[src/rtl/rename_regfile_pkg.sv]
// rtl/rename_regfile_pkg.sv - shared constants for the rename register file
package rename_regfile_pkg;

    localparam int REG_COUNT  = 32;
    localparam int REG_WIDTH  = 5;
    localparam int ROB_WIDTH  = 4;
    localparam int DATA_WIDTH = 32;

    localparam logic [ROB_WIDTH-1:0]  ZERO_ROB  = '0;
    localparam logic [REG_WIDTH-1:0]  ZERO_REG  = '0;
    localparam logic [DATA_WIDTH-1:0] ZERO_DATA = '0;
    localparam logic                  TRUE      = 1'b1;
    localparam logic                  FALSE     = 1'b0;

endpackage

[src/rtl/rename_regfile_read_port.sv]
// rtl/rename_regfile_read_port.sv - combinational operand read with commit bypass
module rename_regfile_read_port
    import rename_regfile_pkg::*;
#(
    parameter int REG_COUNT = rename_regfile_pkg::REG_COUNT,
    parameter int REG_W     = REG_WIDTH,
    parameter int ROB_TAG_W = ROB_WIDTH,
    parameter int DATA_W    = DATA_WIDTH
) (
    input  logic [REG_W-1:0]     query_reg,
    input  logic [DATA_W-1:0]    value_arr [REG_COUNT],
    input  logic [ROB_TAG_W-1:0] tag_arr   [REG_COUNT],
    input  logic [REG_W-1:0]     commit_reg,
    input  logic [ROB_TAG_W-1:0] commit_tag,
    input  logic [DATA_W-1:0]    commit_value,
    output logic [DATA_W-1:0]    query_value,
    output logic [ROB_TAG_W-1:0] query_tag
);

    always_comb begin
        query_value = ZERO_DATA;
        query_tag   = ZERO_ROB;
        if (query_reg != ZERO_REG) begin
            // Only the producer we are waiting on may satisfy us early.
            if (query_reg == commit_reg && tag_arr[query_reg] == commit_tag) begin
                query_value = commit_value;
            end else begin
                query_value = value_arr[query_reg];
                query_tag   = tag_arr[query_reg];
            end
        end
    end

endmodule

[src/rtl/rename_regfile.sv]
// rtl/rename_regfile.sv - architectural register file with per-register ROB rename tags
module rename_regfile
    import rename_regfile_pkg::*;
#(
    parameter int REG_COUNT = rename_regfile_pkg::REG_COUNT,
    parameter int REG_W     = REG_WIDTH,
    parameter int ROB_TAG_W = ROB_WIDTH,
    parameter int DATA_W    = DATA_WIDTH
) (
    input  logic                 clk,
    input  logic                 rst,
    input  logic [REG_W-1:0]     rename_reg,
    input  logic [ROB_TAG_W-1:0] rename_tag,
    input  logic [REG_W-1:0]     commit_reg,
    input  logic [ROB_TAG_W-1:0] commit_tag,
    input  logic [DATA_W-1:0]    commit_value,
    input  logic                 flush,
    input  logic [REG_W-1:0]     query_reg1,
    input  logic [REG_W-1:0]     query_reg2,
    output logic [DATA_W-1:0]    query_value1,
    output logic [ROB_TAG_W-1:0] query_tag1,
    output logic [DATA_W-1:0]    query_value2,
    output logic [ROB_TAG_W-1:0] query_tag2,
    output logic [REG_W:0]       pending_count
);

    logic [DATA_W-1:0]    value_arr [REG_COUNT];
    logic [ROB_TAG_W-1:0] tag_arr   [REG_COUNT];

    logic rename_active;
    logic cnt_inc;
    logic cnt_dec;

    // Count bookkeeping mirrors the tag writes below: rename wins over a same-register clear.
    always_comb begin
        rename_active = FALSE;
        cnt_inc       = FALSE;
        cnt_dec       = FALSE;
        if (rename_tag != ZERO_ROB && rename_reg != ZERO_REG && !flush) begin
            rename_active = TRUE;
            if (tag_arr[rename_reg] == ZERO_ROB) cnt_inc = TRUE;
        end
        if (commit_reg != ZERO_REG && commit_tag != ZERO_ROB &&
            tag_arr[commit_reg] == commit_tag &&
            !(rename_active && rename_reg == commit_reg)) begin
            cnt_dec = TRUE;
        end
    end

    always_ff @(posedge clk or posedge rst) begin
        if (rst) begin
            for (int r = 0; r < REG_COUNT; r++) begin
                value_arr[r] <= ZERO_DATA;
                tag_arr[r]   <= ZERO_ROB;
            end
            pending_count <= '0;
        end else begin
            if (commit_reg != ZERO_REG) begin
                value_arr[commit_reg] <= commit_value;
                if (tag_arr[commit_reg] == commit_tag) tag_arr[commit_reg] <= ZERO_ROB;
            end
            if (flush) begin
                for (int r = 0; r < REG_COUNT; r++) tag_arr[r] <= ZERO_ROB;
                pending_count <= '0;
            end else begin
                if (rename_active) tag_arr[rename_reg] <= rename_tag;
                case ({cnt_inc, cnt_dec})
                    2'b10:   pending_count <= pending_count + 1'b1;
                    2'b01:   pending_count <= pending_count - 1'b1;
                    default: pending_count <= pending_count;
                endcase
            end
        end
    end

    logic [DATA_W-1:0]    rp1_value, rp2_value;
    logic [ROB_TAG_W-1:0] rp1_tag, rp2_tag;

    rename_regfile_read_port #(
        .REG_COUNT(REG_COUNT), .REG_W(REG_W), .ROB_TAG_W(ROB_TAG_W), .DATA_W(DATA_W)
    ) u_read_port1 (
        .query_reg   (query_reg1),
        .value_arr   (value_arr),
        .tag_arr     (tag_arr),
        .commit_reg  (commit_reg),
        .commit_tag  (commit_tag),
        .commit_value(commit_value),
        .query_value (rp1_value),
        .query_tag   (rp1_tag)
    );

    rename_regfile_read_port #(
        .REG_COUNT(REG_COUNT), .REG_W(REG_W), .ROB_TAG_W(ROB_TAG_W), .DATA_W(DATA_W)
    ) u_read_port2 (
        .query_reg   (query_reg2),
        .value_arr   (value_arr),
        .tag_arr     (tag_arr),
        .commit_reg  (commit_reg),
        .commit_tag  (commit_tag),
        .commit_value(commit_value),
        .query_value (rp2_value),
        .query_tag   (rp2_tag)
    );

    // While reset is held the bypass must not leak a commit value onto the ports.
    assign query_value1 = rst ? ZERO_DATA : rp1_value;
    assign query_tag1   = rst ? ZERO_ROB  : rp1_tag;
    assign query_value2 = rst ? ZERO_DATA : rp2_value;
    assign query_tag2   = rst ? ZERO_ROB  : rp2_tag;

endmodule
[config.mk]
export PLATFORM = sky130hd
export DESIGN_NAME = rename_regfile
export DESIGN_NICKNAME = d
export VERILOG_FILES = /design/src/rtl/rename_regfile_pkg.sv /design/src/rtl/rename_regfile_read_port.sv /design/src/rtl/rename_regfile.sv
export SDC_FILE = /design/constraint.sdc
export NUM_CORES = 2
export LEC_CHECK = 0
export BUFFER_PORTS_ARGS = -buffer_cell sky130_fd_sc_hd__buf_2
export CORE_ASPECT_RATIO = 0.5
export CORE_MARGIN = 1
export CORE_UTILIZATION = 45
export DETAILED_ROUTE_END_ITERATION = 8
export MAX_ROUTING_LAYER = met4
export SLEW_MARGIN = 20
export SYNTH_ARGS = -nofsm -noshare
export SYNTH_HDL_FRONTEND = slang
export SYNTH_SLANG_ARGS = --single-unit
export TNS_END_PERCENT = 30
[constraint.sdc]
create_clock -name clk -period 101.8 [get_ports clk]
set_input_delay 20.36 -clock clk [delete_from_list [all_inputs] [get_ports clk]]
set_output_delay 20.36 -clock clk [all_outputs]
set_load 0.02 [all_outputs]
==> results.yml <==
outcome:
  status: "finished, final reports clean"
pwr:
  leakagePower_uw: 0.0295
  ir_drop_mv: 0.0133
  power-per-cell-area_mw_per_mm2: 19.3
clock_tree:
  cts_tree: "built"
  cts_buffer_depth: 3
  cts-resized-gates: 0
  cts_buffers: 111
  cts_setup_buffers: 0
  htreeDepth: 3
  clock_sinks: 1158
  clock_latency_ns: 0.74
  cts_hold_buf: 0
  clkTransAtPathRegs_ns: 0.07
  cts_root_buf: "clkbuf_16"
sta:
  setup_violations: 0
  slew_violations: 0
  tightest_slew_ns: 1.17
  min_period_ns: 45.85
  finalSetupTns_ns: 0
  finalCritPeriodShare_pct: 45.0
  slew_headroom_pct: 22.1
  skew_ns: 0.0213
  final-hold-violation-count: 0
  rsz0062_at_grt: "false"
  fmax_ghz: 0.0218
synth:
  synth_nets: 4652
  yosysSeqAreaShare_pct: 44.5
  synth_area_sq_mm: 0.0652
  syn_avg_cell_area_sq_um: 14.2
  synth_edf_count: 0
  synthFlopType: "dfrtp_1"
  yosysWarningCount: 0
  synth_cell_type_count: 58
  netlist.area_leader.share_pct: 44.5
  synthCells: 4584
  ys_async_sr_fraction_pct: 100
  ys_top_cells_by_area: "dfrtp_1 44%, mux4_2 25%, mux2_2 15%"
  yosysTopAreaCell: "dfrtp_1"
  ys_seq_elements: 1158
drt:
  drt_iter0_markers: 4681
  vias: 43343
  drc: 0
  post_drt_wl_per_cell_um: 32.8
  drtAntennaViolNets: 0
  drtPass1Iterations: 6
  drt_wl_total_um: 210000
  detail_route.vias_per_cell: 6.77
layout:
  fillCellCount: 12084
  final_layout_size_suffix_gt1_share_pct: 47.4
  stdcell_area_sq_mm: 0.0711
  area_growth_pct: 9.06
  nets: 4478
place:
  gp_congestion: 0.946
  hpwlAfterDp_um: 115000
  dpl-instance-area_sq_mm: 0.0672
  port_buffers: 140
floorplan:
  die_area_sq_mm: 0.146
  rows: 98
  core-area_sq_mm: 0.143
  die_y_um: 271
  initial_utilization_pct: 45.5
  io_pins: 141
  die_width_um: 540
worst_setup_path:
  cp_slowest_stage_delay_ns: 0.86
  start_kind: "input port"
  crit_slowest_cell: "buf_12"
  cp.required_ns: 81.44
  end_kind: "output port"
  critPathMaxFanout: 148
  arrival_ns: 25.49
  worst_path_most_repeated_cell: "mux4_2"
  crit_chain: "buf_8 > buf_12 > mux4_2 > mux4_2 > mux2i_1 > xnor2_1 > nor3_2 > nand3_4 > buf_4 > a211oi_2 > buf_2"
  worstSetupPathType: "in2out"
  r2r_slack_ns: 97.03
grt:
  grt-ovfl-total: 0
  antenna_found_initial: 2
  grt_pass1_vias: 44301
  grt_max_degree: 149
  grt_pass1_wl_um: 310000
  grt_usage_pct: 29.9
flow_run:
  cap_violations: 0
min_path:
  min_path_type: "reg2reg"
==> cell usage in the layout, fill, tap and decap left out, types with 5 or more instances in the layout <==
cell          n
nand3_1      11
nor4_1       26
o221ai_1     20
clkbuf_8     31
or4_1        11
o22ai_1      34
or4bb_1       6
nand2_4      25
mux2i_1     139
inv_1         5
buf_6         6
or4b_2        5
o21ai_0      13
nand3_4       6
a211oi_1      6
a211oi_2     60
clkbuf_16   112
a21oi_1     135
bufinv_16    12
nor2_1      124
buf_2       128
dfrtp_1    1158
mux4_2      723
buf_4        75
nand2_1     451
nor3_1       11
xor2_1       10
o211ai_1    104
clkinv_2     19
xnor2_1      16
nand4_1       6
clkbuf_1     21
mux2_2      896
nor2b_1       9
==> per-stage QoR <==
step,utilization (%),total power [uW],hold slack (ns),instances,setup slack (ns)
floorplan,-,849,0.441,4584,31.73
global placement,46.8,913,0.376,6197,55.93
detailed placement,46.8,930,0.383,6197,55.90
CTS,49.6,1380,0.397,6401,55.89
global route,49.6,1430,0.409,6402,55.71
finish,49.6,1370,0.394,6403,55.95
==> where the power goes <==
| group | switching, uW | internal (uW) | total [uW] |
|---|---|---|---|
| registers | 64.8 | 552 | 617 |
| clock network | 192 | 256 | 448 |
| logic | 123 | 184 | 307 |
| total | 380 | 991 | 1370 |
==> state kept, by name, indices dropped and copies added (netlist names) <==
register,flops
tag_arr,128
pending_count,6
value_arr,1024
==> routing by layer <==
layer	GRT usage, %	vias up	part of all wire (%)
li1	-	17278	-
met1	41.7	23641	43
met2	43.9	2022	45
met3	5.89	402	8.4
met4	9.73	0	3.5
met5	-	-	0
==> cell families after synthesis <==
| family | count (synthesis) | synth area share (%) |
|---|---|---|
| mux | 1758 | 42.6 |
| flops | 1158 | 44.5 |
| simple gates | 729 | 4.77 |
| buf+inv | 510 | 3.24 |
| compound gates | 398 | 4.47 |
| xor+xnor | 26 | 0.349 |
| fa+ha+maj | 5 | 0.108 |
==> worst max-delay path: cells and delay by family <==
family / cells / cell delay [ns]
buffers and inverters: 4 / 2.34
AO/OA/AOI/OAI: 1 / 0.36
multiplexers: 3 / 1.25
AND/OR/NAND/NOR: 2 / 0.85
XOR/XNOR: 1 / 0.14
==> cell type report <==
type	instances	area [sq um]	share of cell area (%)
Antenna cell	2	5.00	0.00704
Clock buffer	164	3310	4.65
Clock inverter	40	589	0.829
Inverter	7	33.8	0.0475
Multi-Input combinational cell	2916	34400	48.4
Sequential cell	1158	29000	40.8
Tap cell	1900	2380	3.34
Timing Repair Buffer	216	1390	1.96
==> worst paths after layout <==
check | startpoint | depth (start not counted) | endpoint
max in group asynchronous | rst | 5 | value_arr[518]$_DFFE_PP0P_
setup / recovery | query_reg1[1] | 11 | query_value1[22]
hold / removal | value_arr[1018]$_DFFE_PP0P_ | 0 | value_arr[1018]$_DFFE_PP0P_
setup reg to reg | tag_arr[87]$_DFF_PP0_ | 16 | pending_count[5]$_DFFE_PP0P_
min in group asynchronous | rst | 2 | value_arr[1016]$_DFFE_PP0P_
hold reg to reg | value_arr[1018]$_DFFE_PP0P_ | 0 | value_arr[1018]$_DFFE_PP0P_
==> cells in the mapped netlist, drive strengths merged, types with 7 or more instances <==
library cell	count
nand3	17
buf	116
o211ai	104
o221ai	20
xnor2	16
a21oi	135
mux4	723
nor2b	9
o21ai	15
nor4	26
nand2	479
inv	7
a211oi	66
clkbuf	387
dfrtp	1158
nor2	124
o22ai	34
or4	11
mux2i	139
mux2	896
nor3	15
xor2	10
Power figures use the tool's default switching activity.
